**config.mk**
```make
export PLATFORM = sky130hd
export DESIGN_NAME = axis_upsize_64to256
export DESIGN_NICKNAME = d
export VERILOG_FILES = /design/src/rtl/axis_upsize_64to256.sv
export SDC_FILE = /design/constraint.sdc
export NUM_CORES = 1
export LEC_CHECK = 0
export ABC_AREA = 1
export BUFFER_PORTS_ARGS = -buffer_cell sky130_fd_sc_hd__clkbuf_2
export CAP_MARGIN = 20
export CORE_ASPECT_RATIO = 0.7
export CORE_UTILIZATION = 50
export DETAILED_ROUTE_END_ITERATION = 7
export GPL_ROUTABILITY_DRIVEN = 0
export HOLD_SLACK_MARGIN = 0.06
export PLACE_DENSITY = 0.77
export SLEW_MARGIN = 15
export SYNTH_ARGS = -nofsm -noshare
export SYNTH_HDL_FRONTEND = slang
export SYNTH_SLANG_ARGS = --single-unit
export TNS_END_PERCENT = 30
```
**constraint.sdc**
```tcl
create_clock -name SysClk -period 14.9 [get_ports SysClk]
set_input_delay 0.745 -clock SysClk [delete_from_list [all_inputs] [get_ports SysClk]]
set_output_delay 0.745 -clock SysClk [all_outputs]
set_load 0.01 [all_outputs]
```
**src/rtl/axis_upsize_64to256.sv**
```systemverilog
// AXI-Stream width upsizer: packs four 64-bit beats into one 256-bit word,
// flushing early on tlast, with frame and bad-frame counters.
module axis_upsize_64to256 #(
   parameter int S_DATA_W = 64,
   parameter int M_DATA_W = 256,
   parameter int CNT_W    = 32
) (
   input  logic                  SysClk,
   input  logic                  Rst,
   input  logic [S_DATA_W-1:0]   s_axis_tdata,
   input  logic [S_DATA_W/8-1:0] s_axis_tkeep,
   input  logic                  s_axis_tvalid,
   input  logic                  s_axis_tlast,
   input  logic                  s_axis_tuser,
   output logic                  s_axis_tready,
   output logic [M_DATA_W-1:0]   m_axis_tdata,
   output logic [M_DATA_W/8-1:0] m_axis_tkeep,
   output logic                  m_axis_tvalid,
   output logic                  m_axis_tlast,
   output logic                  m_axis_tuser,
   input  logic                  m_axis_tready,
   output logic [CNT_W-1:0]      stat_frames,
   output logic [CNT_W-1:0]      stat_bad_frames
);

   localparam int S_KEEP_W = S_DATA_W / 8;
   localparam int M_KEEP_W = M_DATA_W / 8;

   logic [M_DATA_W-1:0] data_q, data_d;
   logic [M_KEEP_W-1:0] keep_q, keep_d;
   logic [1:0]          lane_q, lane_d;
   logic                valid_q, valid_d;
   logic                last_q, last_d;
   logic                user_q, user_d;
   logic                sticky_q, sticky_d;
   logic [CNT_W-1:0]    frames_q, frames_d;
   logic [CNT_W-1:0]    bad_q, bad_d;
   logic                drain, accept;

   assign s_axis_tready = !Rst && (!valid_q || m_axis_tready);
   assign drain         = valid_q && m_axis_tready;
   assign accept        = s_axis_tvalid && s_axis_tready;

   always_comb begin
      data_d   = data_q;
      keep_d   = keep_q;
      lane_d   = lane_q;
      valid_d  = valid_q;
      last_d   = last_q;
      user_d   = user_q;
      sticky_d = sticky_q;
      frames_d = frames_q;
      bad_d    = bad_q;

      // A draining word is wiped so the next beat lands on a clean register.
      if (drain) begin
         valid_d = 1'b0;
         data_d  = '0;
         keep_d  = '0;
         last_d  = 1'b0;
         user_d  = 1'b0;
         if (last_q) begin
            frames_d = frames_q + CNT_W'(1);
            if (user_q) bad_d = bad_q + CNT_W'(1);
         end
      end

      if (accept) begin
         data_d[int'(lane_q)*S_DATA_W +: S_DATA_W] = s_axis_tdata;
         keep_d[int'(lane_q)*S_KEEP_W +: S_KEEP_W] = s_axis_tkeep;
         if (lane_q == 2'd3 || s_axis_tlast) begin
            valid_d  = 1'b1;
            lane_d   = '0;
            last_d   = s_axis_tlast;
            user_d   = s_axis_tlast && (sticky_q || s_axis_tuser);
            sticky_d = !s_axis_tlast && (sticky_q || s_axis_tuser);
         end else begin
            lane_d   = lane_q + 2'd1;
            sticky_d = sticky_q || s_axis_tuser;
         end
      end
   end

   always_ff @(posedge SysClk or posedge Rst) begin
      if (Rst) begin
         data_q   <= '0;
         keep_q   <= '0;
         lane_q   <= '0;
         valid_q  <= 1'b0;
         last_q   <= 1'b0;
         user_q   <= 1'b0;
         sticky_q <= 1'b0;
         frames_q <= '0;
         bad_q    <= '0;
      end else begin
         data_q   <= data_d;
         keep_q   <= keep_d;
         lane_q   <= lane_d;
         valid_q  <= valid_d;
         last_q   <= last_d;
         user_q   <= user_d;
         sticky_q <= sticky_d;
         frames_q <= frames_d;
         bad_q    <= bad_d;
      end
   end

   assign m_axis_tdata    = data_q;
   assign m_axis_tkeep    = keep_q;
   assign m_axis_tvalid   = valid_q;
   assign m_axis_tlast    = last_q;
   assign m_axis_tuser    = user_q;
   assign stat_frames     = frames_q;
   assign stat_bad_frames = bad_q;

endmodule

```
==> flow_summary_export.csv <==
group,metric,value,unit
status,outcome,"finished, final reports clean",
final_layout,final_layout_size_suffix_gt1_share,23.43,%
sta,finalCritPeriodShare,30.58,%
pwr,p_int,1.742,mW
sta,fmax,219.4,MHz
die,dieArea,32950,um2
global_route,grt_max_degree,173,
clock_network,cts_hold_buf,0,
clock_network,path_clk_slew,0.06,ns
die,start_util,51.28,%
critical_path,arrival,4.98,ns
synth,synth-seq-area-share,55.61,%
routing,drt_iter0_drc,1586,
synth,ys_types,28,
global_route,grt_pass1_vias,14720,
global_route,overflow,0,
pwr,pwr-share-seq,42.9,%
synth,syn_nets,1999,
sta,tns,0,ns
critical_path,timing.rr.start,"lane_q[0]",
placed_design,io_buffers,433,
sta,rsz0062_at_grt,"no",
routing,post_drt_via_cell_ratio,5.716,
critical_path,startpoint_type,"flip-flop",
die,die_h,152.2,um
final_layout,final_cells,2713,
die,dieWidth,216.5,um
final_layout,multiInputGateArea,6412,um2
final_layout,fillers,2707,
clock_network,cts_tree,"built",
critical_path,endpoint_kind,"flip-flop",
routing,route.detailed.drc,0,
critical_path,crit_slowest_cell,"nor2_4",
placed_design,place_inst,2642,
final_layout,register_area,8960,um2
sta,fin_skew,0.01773,ns
sta,slew_viol_final,0,
clock_network,cts_setup_buffers,0,
clock_network,root_buffer,"clkbuf_16",
synth,synthesis.area,16110,um2
sta,relSlewSlack,28.47,%
final_layout,syn_to_final_growth,22.48,%
critical_path,timing.critical_path.buf_inv,4,
pwr,p_switching,0.7957,mW
synth,yosys_warnings,0,
clock_network,clk_latency,0.53,ns
routing,routedWlPerCell,19.77,um
critical_path,startpoint,"lane_q[0]",
critical_path,path_max_fanout,52,
die,coreArea,31420,um2
hold_path,hp-class,"input port to async pin",
global_route,antenna_found_initial,1,
critical_path,cp_top_family,"simple AND/OR/NAND/NOR gates",
final_layout,final_nets,2352,
clock_network,clk_path_buf_depth,3,
critical_path,crit_type,"flip-flop to flip-flop",
sta,finalCriticalPeriod,4.557,ns
synth,synth_edf_count,0,
routing,firstDrtPassIters,6,
routing,final_antenna_net_count,0,
synth,async_flop_share,100.0,%
clock_network,cts_resized,0,
placed_design,dpl.hpwl,35760,um
synth,synth_seq_cells,358,
die,io_pins,434,
synth,avgSynthCellArea,8.422,um2
synth,ys.flop_type,"dfrtp_1",
pwr,leakagePower,9.657,nW
clock_network,cts_buffers,38,
sta,tightest_slew,1.073,ns
synth,synthCells,1913,
pwr,sw_frac_of_total,31.36,%
pwr,ir_drop,79.70,uV
critical_path,cp.required,15.32,ns
pwr,power,2.538,mW
critical_path,path_cells,"buf_4, inv_2, ha_1, buf_4, inv_1, nor2_4, nand2_1, nor2_4, nand3_1, o21ai_0",
clock_network,h-tree-depth,2,
routing,routed_wl,53630,um
pwr,combPwrFrac,18.7,%
sta,hold_viol,0,
critical_path,cp_slowest_stage_delay,0.80,ns
global_route,track_usage,32.36,%
flow_run,cap_violations,0,
routing,vias,15510,
sta,setup_viol,0,
clock_network,cts_sinks,358,
die,rows,54,
pwr,powerDensity,128.6,nW/um2
global_route,grt_pass1_wl,84540,um
pwr,clkPwrFrac,38.4,%
[final timing paths]
path                                       end  slack (ns)  depth (start not counted)
max                          m_axis_tdata[148]       10.34                         10
min                            stat_frames[13]        0.38                          2
max reg2reg                  m_axis_tdata[148]       10.34                         10
min reg2reg                stat_bad_frames[31]        0.49                          2
max in group asynchronous     m_axis_tdata[16]       12.97                          3
min in group SysClk        stat_bad_frames[31]        0.49                          2
[cell usage after synthesis, drive strengths merged (13+ instances only)]
cell	number	area [um2]
nand3	354	1789
xnor2	13	113.9
nor3	34	175.2
nor2	128	520.5
clkbuf	79	296.5
buf	59	301.5
o21ai	263	1316
nand2	511	1921
dfrtp	358	8959
inv	47	176.4
nand3b	30	225.2
xor2	15	131.4
[state kept, by name (all words and copies together) (netlist names)]
signal / count
m_axis_tlast: 1
m_axis_tuser: 1
lane_q: 2
stat_bad_frames: 32
m_axis_tdata: 256
sticky_q: 1
stat_frames: 32
m_axis_tvalid: 1
m_axis_tkeep: 32
[through the flow]
step / cell area [um2] / hold WS [ns] / utilization, % / worst slack [ns]
floorplan: 16110 / 0.4784 / - / 4.152
global placement: 18370 / 0.4783 / 58.47 / 10.51
detailed placement: 18370 / 0.4767 / 58.47 / 10.40
CTS: 19640 / 0.4242 / 62.52 / 10.33
global route: 19730 / 0.4378 / 62.80 / 10.00
finish: 19730 / 0.3818 / 62.80 / 10.34
[logic make-up after synthesis]
group,after synthesis,share of synthesized area (%)
AOI/OAI and AO/OA,264,8.201
xor gates and xnor gates,28,1.522
adders and majority gates,8,0.6213
buffers and inverters,186,4.831
DFF,358,55.61
and+or+nand+nor,1069,29.22
[cell usage in the layout (no fill, tap or decap), types with 13 or more instances in the layout]
cell / n
nand3_1: 352
buf_4: 13
inv_1: 40
xnor2_1: 13
nor3_1: 33
nand3b_1: 30
o21ai_0: 216
o21ai_1: 47
nand2_1: 509
dfrtp_1: 357
xor2_1: 15
clkbuf_16: 41
nor2_1: 116
clkbuf_2: 433
[power by group through the flow]
| stage | sequential, mW | combinational (mW) | clock, mW |
|---|---|---|---|
| final | 1.09 | 0.475 | 0.973 |
| after floorplan | 1.13 | 0.246 | 0 |
| after CTS | 1.09 | 0.462 | 0.986 |
| after global routing | 1.10 | 0.519 | 1.03 |
| after detailed placement | 1.10 | 0.461 | 0 |
| after global placement | 1.10 | 0.452 | 0 |
[final cells by class]
| type | instances | share of cell area (%) |
|---|---|---|
| Antenna cell | 1 | 0.01268 |
| Clock buffer | 50 | 5.574 |
| Clock inverter | 16 | 0.8624 |
| Inverter | 48 | 0.9575 |
| Multi-Input combinational cell | 1369 | 32.50 |
| Sequential cell | 358 | 45.41 |
| Tap cell | 420 | 2.663 |
| Timing Repair Buffer | 451 | 12.02 |
[routing by layer]
| layer | share of wire [%] | track usage, % |
|---|---|---|
| met2 | 45 | 48.99 |
| met3 | 10 | 8.084 |
| met4 | 3.8 | 12.27 |
| met1 | 41 | 45.06 |
| met5 | 0 | 0 |
Note: power is estimated with default switching activity, not from simulation.
